===== src/rtl/flag_unit_if.sv =====
// flag_unit_if: bundles the flag unit's control inputs and status outputs.
//   master: drives alu_flag/update/mask/push/pop/err_clr, observes status.
//   slave : the flag unit itself; returns flag/level/full/empty/err.
interface flag_unit_if;
  logic [3:0] alu_flag;  // N/Z/C/V from the ALU
  logic       update;
  logic [3:0] mask;
  logic       push;
  logic       pop;
  logic       err_clr;
  logic [3:0] flag;      // registered N/Z/C/V
  logic [3:0] level;
  logic       full;
  logic       empty;
  logic       err;

  modport master (
    output alu_flag, update, mask, push, pop, err_clr,
    input  flag, level, full, empty, err
  );

  modport slave (
    input  alu_flag, update, mask, push, pop, err_clr,
    output flag, level, full, empty, err
  );
endinterface


===== src/rtl/flag_unit.sv =====
// flag_unit: N/Z/C/V condition flag register with a DEPTH-entry save stack
// for call/interrupt entry and return, plus a sticky misuse indicator.
// Ports:
//   clk   - rising-edge clock
//   reset - synchronous active-high reset
//   bus   - flag_unit_if.slave (masked update, push/pop, err clear, status)
module flag_unit #(
  parameter int unsigned DEPTH = 4
) (
  input  logic        clk,
  input  logic        reset,
  flag_unit_if.slave  bus
);

  localparam int unsigned FW = 4;
  localparam int unsigned LW = 4;
  localparam int unsigned AW = (DEPTH > 1) ? $clog2(DEPTH) : 1;

  logic [FW-1:0] stack [DEPTH];
  logic [FW-1:0] flag_q, flag_d;
  logic [LW-1:0] level_q, level_d;
  logic          err_q, err_d;

  logic full_c, empty_c;
  logic push_ok, pop_ok, misuse;
  logic [FW-1:0] updated_flag;

  assign full_c  = (level_q == LW'(DEPTH));
  assign empty_c = (level_q == '0);

  // Classify the stack request for this cycle.
  always_comb begin
    push_ok = bus.push & ~bus.pop & ~full_c;
    pop_ok  = bus.pop & ~bus.push & ~empty_c;
    misuse  = (bus.push & bus.pop)
            | (bus.push & ~bus.pop & full_c)
            | (bus.pop & ~bus.push & empty_c);
  end

  // Next-state for flag, level and sticky error.
  always_comb begin
    updated_flag = (flag_q & ~bus.mask) | (bus.alu_flag & bus.mask);
    flag_d       = flag_q;
    level_d      = level_q;
    err_d        = err_q;

    if (pop_ok) begin
      // A valid restore wins over any same-cycle update.
      flag_d  = stack[AW'(level_q - LW'(1))];
      level_d = level_q - LW'(1);
    end else if (bus.update && !(bus.push && bus.pop)) begin
      flag_d = updated_flag;
    end

    if (push_ok) begin
      level_d = level_q + LW'(1);
    end

    // New misuse dominates a same-cycle clear.
    if (misuse) begin
      err_d = 1'b1;
    end else if (bus.err_clr) begin
      err_d = 1'b0;
    end
  end

  always_ff @(posedge clk) begin
    if (reset) begin
      flag_q  <= '0;
      level_q <= '0;
      err_q   <= 1'b0;
    end else begin
      flag_q  <= flag_d;
      level_q <= level_d;
      err_q   <= err_d;
    end
  end

  // Stack storage is not reset; level gates all reads.
  always_ff @(posedge clk) begin
    if (!reset && push_ok) begin
      stack[AW'(level_q)] <= flag_q;
    end
  end

  assign bus.flag  = flag_q;
  assign bus.level = level_q;
  assign bus.full  = full_c;
  assign bus.empty = empty_c;
  assign bus.err   = err_q;

endmodule


===== src/flat_wrapper.sv =====
// flat-port wrapper written by rule: the top's interface ports become plain ports
module flag_unit_flat 
#(
  parameter int unsigned DEPTH = 4
)
  (clk, reset, bus_alu_flag, bus_update, bus_mask, bus_push, bus_pop, bus_err_clr, bus_flag, bus_level, bus_full, bus_empty, bus_err);
  flag_unit_if bus_i ();
  input  logic clk;
  input  logic reset;
  input wire logic [$bits(bus_i.alu_flag)-1:0] bus_alu_flag;
  input wire logic [$bits(bus_i.update)-1:0] bus_update;
  input wire logic [$bits(bus_i.mask)-1:0] bus_mask;
  input wire logic [$bits(bus_i.push)-1:0] bus_push;
  input wire logic [$bits(bus_i.pop)-1:0] bus_pop;
  input wire logic [$bits(bus_i.err_clr)-1:0] bus_err_clr;
  output wire logic [$bits(bus_i.flag)-1:0] bus_flag;
  output wire logic [$bits(bus_i.level)-1:0] bus_level;
  output wire logic [$bits(bus_i.full)-1:0] bus_full;
  output wire logic [$bits(bus_i.empty)-1:0] bus_empty;
  output wire logic [$bits(bus_i.err)-1:0] bus_err;
  assign bus_i.alu_flag = bus_alu_flag;
  assign bus_i.update = bus_update;
  assign bus_i.mask = bus_mask;
  assign bus_i.push = bus_push;
  assign bus_i.pop = bus_pop;
  assign bus_i.err_clr = bus_err_clr;
  assign bus_flag = bus_i.flag;
  assign bus_level = bus_i.level;
  assign bus_full = bus_i.full;
  assign bus_empty = bus_i.empty;
  assign bus_err = bus_i.err;
  flag_unit #(.DEPTH(DEPTH)) u_core (.clk(clk), .reset(reset), .bus(bus_i));
endmodule

===== config.mk =====
export PLATFORM = sky130hd
export DESIGN_NAME = flag_unit_flat
export DESIGN_NICKNAME = d
export VERILOG_FILES = /design/src/rtl/flag_unit_if.sv /design/src/rtl/flag_unit.sv /design/src/flat_wrapper.sv
export SDC_FILE = /design/constraint.sdc
export NUM_CORES = 1
export LEC_CHECK = 0
export CORE_ASPECT_RATIO = 1.5
export CORE_MARGIN = 1
export CORE_UTILIZATION = 53
export CTS_CLUSTER_DIAMETER = 50
export DETAILED_ROUTE_END_ITERATION = 10
export PLACE_DENSITY = 0.91
export SYNTH_ARGS = -nofsm -noshare
export SYNTH_HDL_FRONTEND = slang
export SYNTH_SLANG_ARGS = --single-unit

===== constraint.sdc =====
create_clock -name clk -period 3.9 [get_ports clk]
set_input_delay 0.585 -clock clk [delete_from_list [all_inputs] [get_ports clk]]
set_output_delay 0.585 -clock clk [all_outputs]
set_load 0.02 [all_outputs]

# Word level (Yosys, flattened, before mapping)
# Memory sizes are Yosys's and may differ from the RTL's.
# Index checks and enable logic that the tools add are counted.
# op_classes
n_addsub	2
multipliers	0
div_mod_pow	0
magnitude_cmp	0
eq_ne	1
shifts	0
mux	8
n_bitwise	17
n_reduce_logical	9
# ops
op	count
2-to-1 mux 4 bit	4
bitwise AND 4 bit	2
bitwise AND 1 bit	7
nonzero test 2 bit	3
adder 4 x 1 -> 4 bit (second input constant)	1
equality test 4 x 3 -> 1 bit (second input constant)	1
zero test 4 bit	1
2-to-1 mux 1 bit	4
NOT 1 bit	4
NOT 4 bit	1
OR 4 bit	1
subtractor 4 x 1 -> 4 bit (second input constant)	1
logical AND 1 bit	3
zero test 1 bit	2
OR 1 bit	2
# word_totals
reg_bits	9
latchBits	0
ramBits	16
romBits	0
inputBits	14
n_memories	1
# mem_list
memory	depth	width	rd	rd_ports_with_merged_regs	wr	line	source
u_core.stack	4	4	1	0	1	flag_unit.sv:19	logic [FW-1:0] stack [DEPTH];

# Longest topological paths before layout
# Gate-level depths: netlist (run 1).
# depth
word_depth	6
depth_mapped	8

# Worst setup path after synthesis (run 1)
# No wires, ideal clock.
# synth_timing
path_kind	reg-to-reg
from	reg u_core.level_q[0], in the netlist u_core.bus.level[0]
to	mem u_core.stack[0][0] (enable)
t_arrival_ns	1.740
t_required_ns	3.591
slack_ns	1.851
stages_incl_launch_ff	8
path_buffers	2
period_less_slack_ns	2.049
cell_sequence	dfxtp_1 buf_2 inv_1 ha_1 and3b_1 buf_6 nor3_2 and2_1
# synth_via
elab_chain_cells	6
# synth_rtl
item	line	source
from (decl)	flag_unit.sv:21	logic [LW-1:0] level_q, level_d;
from (signal assigned)	flag_unit.sv:74	level_q <= level_d;
equality test 4 x 3 -> 1 bit	flag_unit.sv:28	assign full_c = (level_q == LW'(DEPTH));
net bus_full	flat_wrapper.sv:18	output wire logic [$bits(bus_i.full)-1:0] bus_full;
NOT 1 bit	flag_unit.sv:33	push_ok = bus.push & ~bus.pop & ~full_c;
bitwise AND 1 bit	flag_unit.sv:33	
logical AND 1 bit	flag_unit.sv:81	if (!reset && push_ok) begin
2-to-1 mux 1 bit	flag_unit.sv:81	
2-to-1 mux 1 bit (implied by the code)	flag_unit.sv:82	stack[AW'(level_q)] <= flag_q;
to (decl)	flag_unit.sv:19	
# The timed path passes the listed nets, and every way through them passes these cells.

# Worst setup path after layout (run 1)
# layout_timing
from	reg u_core.level_q[0], in the netlist u_core.bus.level[0]
to	out bus_full
# layout_via
elab_chain_cells	1
# layout_rtl
item	line
equality test 4 x 3 -> 1 bit	flag_unit.sv:28
to (decl)	flat_wrapper.sv:18
# Every way passes these cells.

==> results of run 1 <==
## how the worst max path moves through the flow
stage / startpoint / to / depth (start not counted)
finish: u_core.bus.level[0] / bus_full / 4
global route: u_core.bus.level[0] / bus_full / 4
CTS: u_core.bus.level[0] / bus_full / 4
detailed placement: u_core.bus.level[0] / bus_full / 4
global placement: u_core.bus.level[0] / bus_full / 4
floorplan: u_core.bus.level[0] / u_core.stack[0][0] / 7
## through the flow
stage	total power [mW]	hold slack, ns	instance area, µm²	util, %
after floorplan	0.461	0.588	1170	-
final	0.656	0.544	1440	70.4
after detailed placement	0.536	0.520	1410	68.8
after CTS	0.655	0.541	1440	70.4
after global routing	0.683	0.561	1440	70.4
after global placement	0.528	0.513	1410	68.8
## final cells by class
cell class | instances | share of cell area (%)
Multi-Input combinational cell | 60 | 32.8
Sequential cell | 25 | 45.8
Clock buffer | 3 | 1.56
Inverter | 3 | 0.780
Tap cell | 22 | 1.91
Clock inverter | 1 | 0.607
Timing Repair Buffer | 24 | 16.6
## cells by family after synthesis
group	share of synthesized area [%]
XOR/XNOR	1.50
buffers and inverters	3.00
AND/OR/NAND/NOR	16.1
multiplexers	11.1
adder cells (fa/ha/maj)	4.28
AO/OA/AOI/OAI	7.50
flip-flops	56.5
## cell usage in the layout (no fill, tap or decap), types with 3 or more instances in the layout
cell type / n
nor2_1: 3
clkbuf_4: 3
o21ai_1: 4
mux2i_1: 4
a21oi_1: 4
edfxtp_1: 16
inv_1: 3
ha_1: 4
nand2_1: 8
clkdlybuf4s50_1: 24
and2_1: 4
dfxtp_1: 9
nor3_1: 3
mux4_2: 4
## worst max-delay path, delay by kind of cell, from the launching register on
family | cells | cell delay (ns)
adders and majority gates | 1 | 0.28
DFF | 1 | 0.67
and+or+nand+nor | 1 | 0.26
buffers and inverters | 2 | 0.70
## layer usage
metal / share of wire (%) / vias to the layer above / global-route usage (%)
met4: 2.7 / 0 / 13.3
met2: 54 / 25 / 37.4
met5: 0 / - / 0
met3: 3.4 / 7 / 3.76
met1: 40 / 394 / 25.6
li1: - / 387 / -
## report_power, final
part | internal [mW] | switching [mW] | total [mW]
clock network | 0.0418 | 0.0820 | 0.124
logic | 0.102 | 0.0984 | 0.200
registers | 0.304 | 0.0276 | 0.332
==> flow_metrics.py, run 1 <==
metrics = {
    "critical_path": {
        "r2r-start": "u_core.bus.level[0]",
        "end_kind": "output pin",
        "path_cells": "inv_1, ha_1, and3b_1, clkdlybuf4s50_1",
        "r2r-end": "u_core.stack[0][2]",
        "timing_worst_setup_path_type": "flip-flop to output pin",
        "cpMaxStageDelayCell": "dfxtp_1",
        "cp.required_ns": 3.31,
        "rr_worst_depth": 5,
        "cp_data_arrival_time_ns": 2.25,
        "cp_slowest_stage_delay_ns": 0.67,
        "crit_fanout": 11,
        "setup.worst_path.start_class": "flip-flop",
        "ff2ff_setup_slack_ns": 1.68,
    },
    "timing": {
        "timing.final.ws_setup_ns": 1.07,
        "worstMarginPinSlew_ns": 0.643,
        "period_share_pct": 72.7,
        "setup_viol": 0,
        "fmax_mhz": 353,
        "setup_tns_ns": 0,
        "clock_skew_ns": 0.00808,
        "rsz0062_at_grt": "no",
        "slew-limit-headroom_pct": 56.8,
        "slew_viol_final": 0,
        "finalCriticalPeriod_ns": 2.83,
        "hold_viol": 0,
    },
    "pwr": {
        "leakagePower_nw": 0.513,
        "ir_drop_uv": 353,
        "p_per_area_nw_per_um2": 454,
    },
    "synthesis": {
        "seq_area_frac_synth_pct": 56.5,
        "syn_nets": 110,
        "synthDistinctLibCells": 33,
        "synth_top_cell_by_area": "edfxtp_1",
        "synth_edf_count": 16,
        "synth.most_common_cell": "edfxtp_1",
        "synth_area_per_cell_um2": 12.7,
        "synth_commonest_cells": "edfxtp_1, dfxtp_1, nand2_1",
        "synthFlopType": "edfxtp_1",
        "synth.area.top_cells": "edfxtp_1, dfxtp_1, mux4_2, ha_1, mux2i_1",
        "syn_area_um2": 1170,
        "ys_warn_count": 0,
        "synthArstFlopShare_pct": 0,
        "syn_inst": 92,
        "synth_top_area_share_pct": 41.1,
        "synth_seq_cells": 25,
    },
    "drt": {
        "routed_wl_mm": 2.39,
        "post_drt_wl_per_cell_um": 17.3,
        "vias_per_cell": 5.89,
        "drc": 0,
        "drt-initial-drc-count": 26,
        "dr.pass1.iters": 6,
        "vias": 813,
        "antenna_left": 0,
    },
    "clock_network": {
        "cts.reportedPaths.clkPinSlew_ns": 0.14,
        "htree_levels": 1,
        "clock_latency_ns": 0.33,
        "postCtsSetupRepairBufs": 0,
        "cts-root-buf": "clkbuf_4",
        "cts_buffers": 3,
        "hold_buffers": 0,
        "cts_tree": "built",
        "ctsLongestPathBuffers": 2,
        "cts_resized": 0,
        "numClockSinks": 25,
    },
    "placed_design": {
        "dp_cells": 134,
        "dp_slack_ns": 1.45,
        "portBuffers": 24,
        "place_congestion": 0.838,
        "hpwl_mm": 1.81,
    },
    "layout": {
        "instances_no_fill": 138,
        "multi_input_comb_area_um2": 473,
        "regArea_um2": 661,
        "synthToLayoutAreaGrowth_pct": 23.6,
        "nFillCells": 161,
        "drive_gt1_share_pct": 11.2,
        "antenna_cells": 0,
        "nNetsFinal": 135,
    },
    "floorplan": {
        "dieArea_um2": 2400,
        "core_region_area_um2": 2050,
        "die_h_um": 59.5,
        "start_util_pct": 57.0,
        "dieWidth_um": 40.3,
        "rows": 20,
        "pin_count": 25,
    },
    "run_status": {
        "outcome": "complete, no violations",
    },
    "grt": {
        "grt_pass1_wl_mm": 3.57,
        "grt_pass1_vias": 805,
        "antenna_found_initial": 0,
        "grt_use_total_pct": 22.6,
        "grt_max_degree": 17,
        "grt-ovfl-total": 0,
    },
    "min_path": {
        "whs_endpoint": "u_core.stack[0][0]",
        "worstHoldPathType": "flip-flop to flip-flop",
        "min_path_cells": 0,
    },
    "flow_run": {
        "cap_violations": 0,
    },
}
Note: power is estimated with default switching activity, not from simulation.
==> inputs of run 2 (changes only) <==
CORE_UTILIZATION = 44   (was 53)
PLACE_DENSITY = 0.81   (was 0.91)
clock period = 2.5 ns   (was 3.9 ns; I/O delays follow)
==> run 2 against run 1 <==
  * Clock skew fell by 0.0032 ns
  * Count of clock-buffer cells in the layout unchanged
  * Sequential power increased by 52%
  * Largest power group unchanged
==> flow_metrics.py, run 2 (synthesis results as in run 1) <==
metrics = {
    "pwr": {
        "p_per_area_nw_per_um2": 689,
        "leakagePower_nw": 0.528,
        "ir_drop_uv": 451,
    },
    "critical_path": {
        "crit_cells": 4,
        "path_delay_family": "buffers and inverters",
        "crit_fanout": 6,
        "r2r-start": "u_core.bus.level[1]",
        "crit_buf_inv": 2,
        "crit_path_start": "u_core.bus.level[1]",
        "path_cells": "inv_1, ha_1, and3b_2, clkdlybuf4s50_1",
        "cp.required_ns": 2.12,
        "cp_slowest_stage_delay_ns": 0.62,
        "setup.worst_path.start_class": "flip-flop",
        "cpMaxStageDelayCell": "clkdlybuf4s50_1",
        "cp_data_arrival_time_ns": 1.98,
        "rr_worst_depth": 5,
        "r2r-end": "u_core.stack[1][0]",
        "timing_worst_setup_path_type": "flip-flop to output pin",
        "end_kind": "output pin",
        "endpoint": "bus_full",
        "ff2ff_setup_slack_ns": 0.63,
    },
    "layout": {
        "nNetsFinal": 137,
        "mostFrequentLayoutCell": "clkdlybuf4s50_1",
        "drive_gt1_share_pct": 13.6,
        "layout_common_cells": "clkdlybuf4s50_1, edfxtp_1, dfxtp_1",
        "synthToLayoutAreaGrowth_pct": 25.1,
        "antenna_cells": 0,
        "design_area_um2": 1460,
        "instances_no_fill": 142,
    },
    "floorplan": {
        "rows": 22,
        "core_region_area_um2": 2480,
        "start_util_pct": 47.2,
        "dieArea_um2": 2870,
        "pin_count": 25,
        "dieWidth_um": 44.1,
        "die_h_um": 65.1,
    },
    "flow_run": {
        "cap_violations": 0,
    },
    "timing": {
        "finalCriticalPeriod_ns": 2.35,
        "setup_tns_ns": 0,
        "clock_skew_ns": 0.00491,
        "slew_viol_final": 0,
        "slew-limit-headroom_pct": 62.1,
        "setup_viol": 0,
        "fmax_mhz": 425,
        "hold_viol": 0,
        "rsz0062_at_grt": "no",
        "period_share_pct": 94.2,
        "worstMarginPinSlew_ns": 0.564,
    },
    "clock_network": {
        "ctsLongestPathBuffers": 2,
        "cts.reportedPaths.clkPinSlew_ns": 0.13,
        "postCtsSetupRepairBufs": 0,
        "cts_buffers": 3,
        "numClockSinks": 25,
        "cts_tree": "built",
        "hold_buffers": 0,
        "clock_latency_ns": 0.31,
        "htree_levels": 1,
        "cts-root-buf": "clkbuf_4",
    },
    "drt": {
        "routed_wl_mm": 2.34,
        "dr.pass1.iters": 5,
        "drt-initial-drc-count": 11,
        "vias_per_cell": 5.58,
        "drc": 0,
        "antenna_left": 0,
        "post_drt_wl_per_cell_um": 16.5,
        "vias": 792,
    },
    "run_status": {
        "outcome": "complete, no violations",
    },
    "grt": {
        "antenna_found_initial": 0,
        "grt_pass1_wl_mm": 3.71,
        "grt_use_total_pct": 18.1,
        "grt_max_degree": 15,
        "grt-ovfl-total": 0,
        "grt_pass1_vias": 804,
    },
    "placed_design": {
        "dp_cells": 138,
        "placed_area_um2": 1430,
        "place_congestion": 0.770,
        "hpwl_mm": 1.85,
        "portBuffers": 24,
    },
    "min_path": {
        "worstHoldPathType": "flip-flop to flip-flop",
    },
}
run 2: changes by cell type in the layout (fill, tap and decap cells not counted), sizes merged:
cell,previous run,this run
buf,0,2
clkdlybuf4s50,24,23
clkinv,0,1
dlymetal6s2s,0,1
inv,4,3
run 2: layout make-up:
cell class / count / area, µm²
multi-input combinational: 60 / 474
fill: 220 / 1020
inverter: 3 / 11.3
clock inverter: 1 / 5.00
timing repair buffer: 26 / 258
clock buffer: 3 / 22.5
sequential: 25 / 661
tap: 24 / 30.0
run 2: timing repair:
item | CTS | global route
endpoints found under the setup margin | 0 | 2
gates resized for setup | 0 | 2
hold endpoints to repair | 0 | 0
run 2: how the worst min path moves through the flow:
| stage | start | depth (start not counted) | slack, ns | end |
|---|---|---|---|---|
| after CTS | flip-flop | 0 | 0.56 | u_core.stack[0][0] |
| after detailed placement | flip-flop | 0 | 0.54 | u_core.stack[1][0] |
| after global placement | u_core.bus.level[3] | 2 | 0.55 | u_core.bus.level[3] |
| after floorplan | bus_pop | 2 | 0.54 | u_core.bus.err |
| after global routing | flip-flop | 0 | 0.56 | u_core.stack[0][0] |
| final | flip-flop | 0 | 0.55 | u_core.stack[3][0] |
run 2: metal layers:
layer	global-route usage, %	share of wire (%)	vias up
li1	-	-	389
met3	1.65	2.8	2
met4	5.68	0.60	0
met1	19.5	38	385
met2	35.1	58	16
met5	0	0	-
run 2: through the flow:
stage	total power, mW	util (%)	hold WS, ns	setup slack, ns
3_3_place_gp	0.837	57.7	0.546	0.471
2_1_floorplan	0.719	-	0.537	0.451
3_5_place_dp	0.845	57.7	0.543	0.426
4_1_cts	1.01	58.8	0.557	0.0623
6_report	1.01	59.0	0.553	0.145
5_1_grt	1.06	59.0	0.560	0.0708
run 2: worst register-to-register path, cell delays in order (launching register included):
cell     delay [ns]
dfxtp_1        0.45
inv_1          0.11
ha_1           0.25
and3b_2        0.27
nor3_2         0.22
and2_1         0.28
run 2: power breakdown:
part / switching, mW / internal [mW] / leakage [nW]
clock: 0.116 / 0.0598 / 0.0177
sequential: 0.0316 / 0.474 / 0.222
combinational: 0.162 / 0.163 / 0.288
==> inputs of run 3 (changes only) <==
CORE_UTILIZATION = 49   (was 44)
PLACE_DENSITY = 0.85   (was 0.81)
clock period = 2.4 ns   (was 2.5 ns; I/O delays follow)
==> run 3 against run 2 <==
  * Via count increased by 1.4%
  * Global-route usage is 1.8 points higher
  * Worst hold slack worse by 0.012 ns
  * Flip-flop and latch count is the same
  * Sequential power grew 4%
  * Power up 3.8%
  * Count of clock-buffer cells in the layout stayed put
  * Design area decreased by 0.51%
==> flow_metrics.py, run 3 (synthesis results as in run 1) <==
metrics = {
    "layout": {
        "layout_common_cells": "clkdlybuf4s50_1, edfxtp_1, dfxtp_1",
        "drive_gt1_share_pct": 12.7,
        "mostFrequentLayoutCell": "clkdlybuf4s50_1",
        "antenna_cells": 0,
        "synthToLayoutAreaGrowth_pct": 24.4,
        "nNetsFinal": 137,
    },
    "floorplan": {
        "rows": 21,
        "start_util_pct": 52.3,
        "core_region_area_um2": 2230,
        "pin_count": 25,
        "die_h_um": 61.8,
        "dieWidth_um": 41.9,
        "dieArea_um2": 2590,
    },
    "timing": {
        "setup_viol": 0,
        "hold_viol": 0,
        "setup_tns_ns": 0,
        "hold_ws_ns": 0.541,
        "slew_viol_final": 0,
        "finalCriticalPeriod_ns": 2.15,
        "worstMarginPinSlew_ns": 0.621,
        "rsz0062_at_grt": "no",
        "fmax_mhz": 465,
        "period_share_pct": 89.6,
        "slew-limit-headroom_pct": 58.3,
        "clock_skew_ns": 0.00832,
    },
    "pwr": {
        "p_per_area_nw_per_um2": 719,
        "sw_frac_of_total_pct": 31.0,
        "leakagePower_nw": 0.527,
        "internal_power_mw": 0.721,
        "ir_drop_uv": 475,
        "p_switching_mw": 0.324,
        "seqPwrFrac_pct": 50.3,
        "power.share.clock_pct": 17.4,
        "comb_power_share_pct": 32.3,
    },
    "critical_path": {
        "path_delay_family": "buffers and inverters",
        "cpMaxStageDelayCell": "dfxtp_1",
        "cp_data_arrival_time_ns": 1.79,
        "setup.worst_path.start_class": "flip-flop",
        "rr_worst_depth": 5,
        "crit_buf_inv": 2,
        "r2r-end": "u_core.stack[2][0]",
        "endpoint": "bus_empty",
        "end_kind": "output pin",
        "cp.required_ns": 2.04,
        "timing_worst_setup_path_type": "flip-flop to output pin",
        "crit_path_start": "u_core.bus.level[1]",
        "path_cells": "inv_1, ha_1, nor3b_4, dlygate4sd2_1",
        "ff2ff_setup_slack_ns": 0.50,
        "crit_cells": 4,
        "r2r-start": "u_core.bus.level[1]",
        "crit_fanout": 7,
        "cp_slowest_stage_delay_ns": 0.38,
    },
    "grt": {
        "grt-ovfl-total": 0,
        "grt_max_degree": 15,
        "grt_pass1_wl_mm": 3.60,
        "antenna_found_initial": 0,
        "grt_pass1_vias": 788,
        "grt_use_total_pct": 19.9,
    },
    "clock_network": {
        "postCtsSetupRepairBufs": 0,
        "cts_tree": "built",
        "ctsLongestPathBuffers": 2,
        "cts_buffers": 3,
        "htree_levels": 1,
        "numClockSinks": 25,
        "cts-root-buf": "clkbuf_4",
        "hold_buffers": 0,
        "clock_latency_ns": 0.32,
        "cts.reportedPaths.clkPinSlew_ns": 0.13,
    },
    "drt": {
        "drt-initial-drc-count": 31,
        "vias_per_cell": 5.70,
        "drc": 0,
        "post_drt_wl_per_cell_um": 17.2,
        "vias": 803,
        "dr.pass1.iters": 4,
        "routed_wl_mm": 2.43,
        "antenna_left": 0,
    },
    "placed_design": {
        "portBuffers": 24,
        "hpwl_mm": 1.83,
        "place_congestion": 0.767,
    },
    "min_path": {
        "worstHoldPathType": "flip-flop to flip-flop",
    },
    "flow_run": {
        "cap_violations": 0,
    },
    "run_status": {
        "outcome": "complete, no violations",
    },
}
run 3: cell types whose count changed in the layout (fill, tap and decap cells not counted), sizes merged:
cell	delta
dlygate4sd2	+2
dlymetal6s2s	-1
clkdlybuf4s50	-1
run 3: per-stage QoR:
step	area (µm²)	total power, mW	setup WS (ns)	util [%]	instances
after floorplan	1170	0.749	0.351	-	92
after global placement	1430	0.868	0.375	64.0	137
after detailed placement	1430	0.881	0.332	64.0	137
after CTS	1450	1.05	0.248	65.1	141
after global routing	1450	1.09	0.150	65.1	141
final	1450	1.04	0.250	65.1	141
run 3: what timing repair did:
action	CTS	global route
gates resized for setup	2	0
setup endpoints to repair	2	0
hold endpoints to repair	0	0
run 3: how the worst min path moves through the flow:
stage | startpoint | endpoint | slack (ns) | cells past startpoint
after floorplan | bus_pop | u_core.bus.err | 0.52 | 2
after global placement | flip-flop | u_core.stack[0][2] | 0.53 | 0
after detailed placement | flip-flop | u_core.stack[3][0] | 0.54 | 0
after CTS | flip-flop | u_core.stack[3][0] | 0.54 | 0
after global routing | flip-flop | u_core.stack[3][0] | 0.55 | 0
final | flip-flop | u_core.stack[3][0] | 0.54 | 0
run 3: power groups by stage:
stage                     sequential (mW)  combinational [mW]  clock (mW)
after floorplan                     0.557               0.192           0
after global placement              0.533               0.334           0
after detailed placement            0.536               0.345           0
after CTS                           0.526               0.339       0.186
after global routing                0.531               0.361       0.201
final                               0.526               0.337       0.181
run 3: final cells by class:
class | instances | area, µm²
Sequential cell | 25 | 661
Inverter | 3 | 11.3
Clock buffer | 3 | 22.5
Clock inverter | 1 | 5.00
Timing Repair Buffer | 26 | 253
Multi-Input combinational cell | 60 | 473
Tap cell | 23 | 28.8
Fill cell | 172 | 779
run 3: per-layer routing:
| layer | part of all wire [%] | routed length (µm) | vias to the layer above | global-route usage (%) |
|---|---|---|---|---|
| li1 | - | - | 388 | - |
| met1 | 40 | 973 | 375 | 22.2 |
| met2 | 53 | 1290 | 34 | 35.5 |
| met3 | 3.8 | 93 | 6 | 1.73 |
| met4 | 3.0 | 73 | 0 | 15.7 |
| met5 | 0 | 0 | - | 0 |
run 3: worst register-to-register path, stage by stage, from the launching register on:
cell	delay, ns
dfxtp_1	0.45
inv_1	0.11
ha_1	0.25
and3b_1	0.27
nor3_2	0.24
and2_1	0.29
